$ cat config.mk
export PLATFORM = sky130hd
export DESIGN_NAME = uart_tx_arbiter
export DESIGN_NICKNAME = d
export VERILOG_FILES = /design/src/rtl/uart_tx_arbiter.sv
export SDC_FILE = /design/constraint.sdc
export NUM_CORES = 1
export LEC_CHECK = 0
export BUFFER_PORTS_ARGS = -buffer_cell sky130_fd_sc_hd__buf_2
export CAP_MARGIN = 5
export CORE_MARGIN = 2
export CORE_UTILIZATION = 41
export DETAILED_ROUTE_END_ITERATION = 8
export PLACE_DENSITY = 0.67
export SLEW_MARGIN = 15
export SYNTH_ARGS = -nofsm -noshare
export SYNTH_HDL_FRONTEND = slang
export SYNTH_SLANG_ARGS = --single-unit
$ cat constraint.sdc
create_clock -name clk -period 4.7 [get_ports clk]
set_input_delay 0.94 -clock clk [delete_from_list [all_inputs] [get_ports clk]]
set_output_delay 0.94 -clock clk [all_outputs]
set_load 0.02 [all_outputs]
$ cat src/rtl/uart_tx_arbiter.sv
// uart_tx_arbiter
// Round-robin arbiter sharing one UART transmitter between NUM_REQ byte
// producers. Each granted byte is pulsed into the UART, the arbiter waits
// for the UART to report busy (bounded by BUSY_TIMEOUT), then waits for it
// to go idle before the next grant.
// Optional build macro: ARB_LOCK_EN (req_lock keeps the grant on the last
// requester so multi-byte messages are not interleaved).
module uart_tx_arbiter #(
    parameter int unsigned NUM_REQ      = 4,
    parameter int unsigned BUSY_TIMEOUT = 15
) (
    input  logic                 clk,
    input  logic                 rst_n,
    input  logic [NUM_REQ-1:0]   req,
    input  logic [8*NUM_REQ-1:0] req_byte,
    input  logic [NUM_REQ-1:0]   req_lock,
    output logic [NUM_REQ-1:0]   req_ack,
    output logic                 uart_transmit,
    output logic [7:0]           uart_tx_byte,
    input  logic                 uart_is_transmitting,
    output logic [2:0]           grant_id,
    output logic                 busy,
    output logic                 start_err,
    output logic [15:0]          tx_count
);

    localparam logic [1:0] S_IDLE      = 2'd0;
    localparam logic [1:0] S_SEND      = 2'd1;
    localparam logic [1:0] S_WAIT_BUSY = 2'd2;
    localparam logic [1:0] S_WAIT_DONE = 2'd3;

    localparam logic [2:0] LAST_INIT   = 3'(NUM_REQ - 1);
    localparam logic [7:0] TMO_LIMIT   = 8'(BUSY_TIMEOUT);

    logic [1:0]         state_q, state_d;
    logic [2:0]         last_q, last_d;
    logic [2:0]         grant_q, grant_d;
    logic [7:0]         byte_q, byte_d;
    logic               xmit_q, xmit_d;
    logic [NUM_REQ-1:0] ack_q, ack_d;
    logic               err_q, err_d;
    logic [7:0]         cnt_q, cnt_d;
    logic [15:0]        count_q, count_d;
    logic               busy_q, busy_d;

    // Requests and bytes padded to the full 3-bit index space so the
    // arbiter can index them directly with a grant index.
    logic [7:0] req_pad;
    logic [7:0] byte_arr [8];

    assign req_pad = 8'(req);

    for (genvar g = 0; g < 8; g++) begin : g_pad
        if (g < NUM_REQ) begin : g_on
            assign byte_arr[g] = req_byte[8*g +: 8];
        end else begin : g_off
            assign byte_arr[g] = '0;
        end
    end

`ifdef ARB_LOCK_EN
    logic [7:0] lock_pad;
    assign lock_pad = 8'(req_lock);
`else
    logic unused_lock;
    assign unused_lock = ^req_lock;
`endif

    logic       win_valid;
    logic [2:0] win_idx;
    logic [3:0] sum;
    logic [2:0] cand;

    // Pick the winner: first set request searching upward from last+1, wrapping
    always_comb begin
        win_valid = 1'b0;
        win_idx   = '0;
        sum       = '0;
        cand      = '0;
`ifdef ARB_LOCK_EN
        if (req_pad[last_q] && lock_pad[last_q]) begin
            win_valid = 1'b1;
            win_idx   = last_q;
        end
`endif
        for (int unsigned k = 1; k <= NUM_REQ; k++) begin
            // last_q < NUM_REQ and k <= NUM_REQ, so one subtraction wraps
            sum  = {1'b0, last_q} + 4'(k);
            cand = (sum >= 4'(NUM_REQ)) ? 3'(sum - 4'(NUM_REQ)) : sum[2:0];
            if (!win_valid && req_pad[cand]) begin
                win_valid = 1'b1;
                win_idx   = cand;
            end
        end
    end

    // Next-state and output logic for the grant / send / wait sequence
    always_comb begin
        state_d = state_q;
        last_d  = last_q;
        grant_d = grant_q;
        byte_d  = byte_q;
        xmit_d  = 1'b0;
        ack_d   = '0;
        err_d   = 1'b0;
        cnt_d   = cnt_q;
        count_d = count_q;

        case (state_q)
            S_IDLE: begin
                if (win_valid && !uart_is_transmitting) begin
                    byte_d  = byte_arr[win_idx];
                    grant_d = win_idx;
                    last_d  = win_idx;
                    xmit_d  = 1'b1;
                    for (int unsigned i = 0; i < NUM_REQ; i++) begin
                        ack_d[i] = (3'(i) == win_idx);
                    end
                    state_d = S_SEND;
                end
            end
            S_SEND: begin
                cnt_d   = '0;
                state_d = S_WAIT_BUSY;
            end
            S_WAIT_BUSY: begin
                if (uart_is_transmitting) begin
                    state_d = S_WAIT_DONE;
                end else begin
                    cnt_d = cnt_q + 8'd1;
                    if (cnt_d == TMO_LIMIT) begin
                        err_d   = 1'b1;
                        state_d = S_IDLE;
                    end
                end
            end
            S_WAIT_DONE: begin
                if (!uart_is_transmitting) begin
                    count_d = count_q + 16'd1;
                    state_d = S_IDLE;
                end
            end
            default: state_d = S_IDLE;
        endcase

        busy_d = (state_d != S_IDLE);
    end

    // State and registered outputs; asynchronous reset idles the arbiter
    always_ff @(posedge clk or negedge rst_n) begin
        if (!rst_n) begin
            state_q <= S_IDLE;
            last_q  <= LAST_INIT;
            grant_q <= '0;
            byte_q  <= '0;
            xmit_q  <= 1'b0;
            ack_q   <= '0;
            err_q   <= 1'b0;
            cnt_q   <= '0;
            count_q <= '0;
            busy_q  <= 1'b0;
        end else begin
            state_q <= state_d;
            last_q  <= last_d;
            grant_q <= grant_d;
            byte_q  <= byte_d;
            xmit_q  <= xmit_d;
            ack_q   <= ack_d;
            err_q   <= err_d;
            cnt_q   <= cnt_d;
            count_q <= count_d;
            busy_q  <= busy_d;
        end
    end

    assign req_ack       = ack_q;
    assign uart_transmit = xmit_q;
    assign uart_tx_byte  = byte_q;
    assign grant_id      = grant_q;
    assign busy          = busy_q;
    assign start_err     = err_q;
    assign tx_count      = count_q;

endmodule

==> metrics.csv <==
metric,value,unit
outcome,"complete, no violations",
final setup fails,0,
Die Span Y,82.1,um
worst reg2reg path depth,9,
CTS tree,done,
CTS sink cnt,46,
WL/cell,13.7,um
Cells after Synth,242,
"FFs w/ async S/R, synth",1.00,
Row Count,28,
register clock-pin slew on the reported worst setup and hold paths,0.09,ns
Crit-path slowest cell,dfstp_2,
Layout Utilization,0.511,
Setup TNS,0,ns
CTS H-tree lvls,2,
die area,6740,um^2
GRT Util Overall,0.159,
Synth Area in Compound Gates,0.139,
Synth Area in XOR/XNOR,0.0631,
internal power,1060,uW
layout cell share with drive strength beyond 1,0.331,
worst-case clock buffer depth,2,
Synth top area share,0.440,
RSZ-0062 raised after global routing,no,
Crit Path Max Fanout,17,
Synth Flop Type,dfrtp_1,
min cycle time layout,3.31,ns
Seq cells post-synth,46,
synth top area cells,"dfrtp_1 (44%), mux2i_1 (7.2%), xnor2_1 (4.6%), nand2_1 (4.5%), nor2_1 (3.6%)",
Setup Skew,0.00838,ns
Sw Ratio,0.428,
fillers,553,
P_leak,0.00154,uW
DRT Wirelength,5.37,mm
worst hold stages,1,
setup ws final,1.39,ns
post-synthesis mux area share,0.0856,
Antenna diodes,0,
GRT overflow,0,
CP required,4.85,ns
cts hold-fix bufs,0,
Post-DP HPWL,3.95,mm
antenna violations before repair,0,
CP Launch Type,flop,
area of the core,5920,um^2
syn nets,290,
Flop pwr share,0.325,
Worst VDD drop,0.312,mV
largest net degree at the start of global routing,47,
root buffer cell,clkbuf_8,
post-place setup slack,1.37,ns
Setup Buffers After CTS,0,
Post-synth EDFFs,0,
die width,82.1,um
pwr/cell area,611,nW/um^2
via count,2061,
Starting Density,0.422,
Final period util,0.703,
NetSw,789,uW
first-pass GRT wire length,8.38,mm
Post-CTS Resized,0,
Fin. Hold Viols,0,
sequential area share after synthesis,0.461,
number of max-cap violations,0,
I/O Pins,77,
DRC,0,
Worst Tran Pin Value,1.01,ns
synth unique cells,53,
crit path DAT,3.46,ns
"Cell Chain, Critical Path","inv_1, ha_1, and2_2, a211oi_2, nor2_2, o41ai_4, buf_4, or2_1, o221ai_1",
adder-cell share of the synthesized area,0.0250,
Hold WC Path Type,flop to flop,
"slowest stage delay, CP",0.64,ns
First-pass DRT Iterations,4,
vias per cell,5.26,
port bufs,72,
Max Slew Vio Count,0,
post-synthesis simple-gate area fraction,0.186,
mean area per synthesized cell,10.3,um^2
slew margin rel.,0.328,
DRT antenna net count,0,
combinational cell fraction of total power,0.516,
GPL Wtd Cong,0.822,
main combinational cell family by area after synthesis,simple AND/OR/NAND/NOR gates,
Iter 0 DRT Violations,54,
area grow syn2layout,20.9,%
CP Class,flop to flop,
vias in the first global route,1888,
synthesized cell area,2500,um^2
TritonCTS Buffers,5,
synth warn,0,
Critical Path Sink Type,flop,
Yosys top cell by area,dfrtp_1,
clock latency at the later pin of the worst-skew pair,0.30,ns
Clk pwr share,0.159,
highest clock rate,302,MHz
nets,364,
-- worst max-delay path, delay by kind of cell (launching register included) --
kind | cells | cell delay [ns]
compound gates | 3 | 0.88
fa+ha+maj | 1 | 0.41
flops | 1 | 0.64
simple gates | 3 | 0.82
buf+inv | 2 | 0.42
-- final cells by class --
cell class,count,area [um^2],share of cell area
inverters,10,37.5,0.0124
well taps,75,93.8,0.0310
clock inverters,2,37.5,0.0124
multi-input cells,179,1250,0.414
flip-flops and latches,46,1150,0.382
clock buffers,6,72.6,0.0240
repair buffers,74,375,0.124
-- Yosys cell counts (all sizes together) (3+ instances only) --
cell and instances:
and3 5, xor2 5, ha 5, o21ai 12, inv 10, mux2i 18, or3 3, a211oi 3
nor2 25, clkbuf 4, nor2b 3, xnor2 13, a21oi 3, dfrtp 44, nand2 31, buf 3
nand3 10, or2 4, a21o 3, o221ai 7, nand4 6
-- power by group through the flow --
stage	Clock (uW)	Sequential [uW]	Combinational (uW)
6_report	294	600	952
5_1_grt	320	617	1050
3_5_place_dp	0	607	958
2_1_floorplan	0	669	724
4_1_cts	303	600	961
3_3_place_gp	0	605	937
-- cells in the final DEF (no fill, tap or decap), drive strengths merged, types with 2 or more instances in the layout --
cell and n:
dfrtp 44, or3 3, or2b 2, nand4 6
xor2 5, o21ai 12, nor2b 3, and2 2
or2 4, nor2 25, clkbuf 6, inv 10
and3 5, ha 5, o221ai 7, dfstp 2
o31ai 2, xnor2 13, a21o 3, nand2 31
a21oi 3, a211oi 3, nand3 10, mux2i 18
buf 74
-- cells by family (layout without fill, tap and decap cells) --
kind of cell               after synthesis  after routing
and+or+nand+nor                         96             96
DFF                                     46             46
AOI/OAI and AO/OA                       40             40
muxes                                   20             20
xor gates and xnor gates                18             18
buffers and inverters                   17             92
adders and majority gates                5              5
-- path summary, 6_finish.rpt --
path	start	endpoint	slack, ns
worst max-delay path	last_q[0]$_DFFE_PN1P_	uart_tx_byte[4]$_DFFE_PN0P_	1.39
worst min-delay path	tx_count[15]$_DFFE_PN0P_	tx_count[15]$_DFFE_PN0P_	0.47
worst max register to register	last_q[0]$_DFFE_PN1P_	uart_tx_byte[4]$_DFFE_PN0P_	1.39
worst min register to register	tx_count[15]$_DFFE_PN0P_	tx_count[15]$_DFFE_PN0P_	0.47
max in group asynchronous	rst_n	cnt_q[5]$_DFFE_PN0P_	3.26
min in group asynchronous	rst_n	tx_count[7]$_DFFE_PN0P_	0.81
-- registers in the layout, indices dropped and copies added, names as in the netlist, 2 cells and up --
| name | cells |
|---|---|
| tx_count | 16 |
| uart_tx_byte | 8 |
| last_q | 3 |
| req_ack | 4 |
| cnt_q | 8 |
| grant_id | 2 |
| state_q | 2 |
-- through the flow --
step                cells  area [um^2]  power [uW]  hold WS (ns)
detailed placement    384         2910        1560         0.464
global placement      384         2910        1540         0.458
floorplan             242         2500        1390         0.446
CTS                   392         3020        1860         0.480
finish                392         3020        1850         0.472
global route          392         3020        1980         0.492
-- routing by layer --
layer	up-vias	GRT usage	share of wire
met5	-	0	0
met4	0	0.0250	0.0024
met3	2	0.0352	0.051
met2	49	0.275	0.50
met1	1004	0.209	0.45
li1	1006	-	-
No activity file was read; power rests on OpenSTA's default activity.
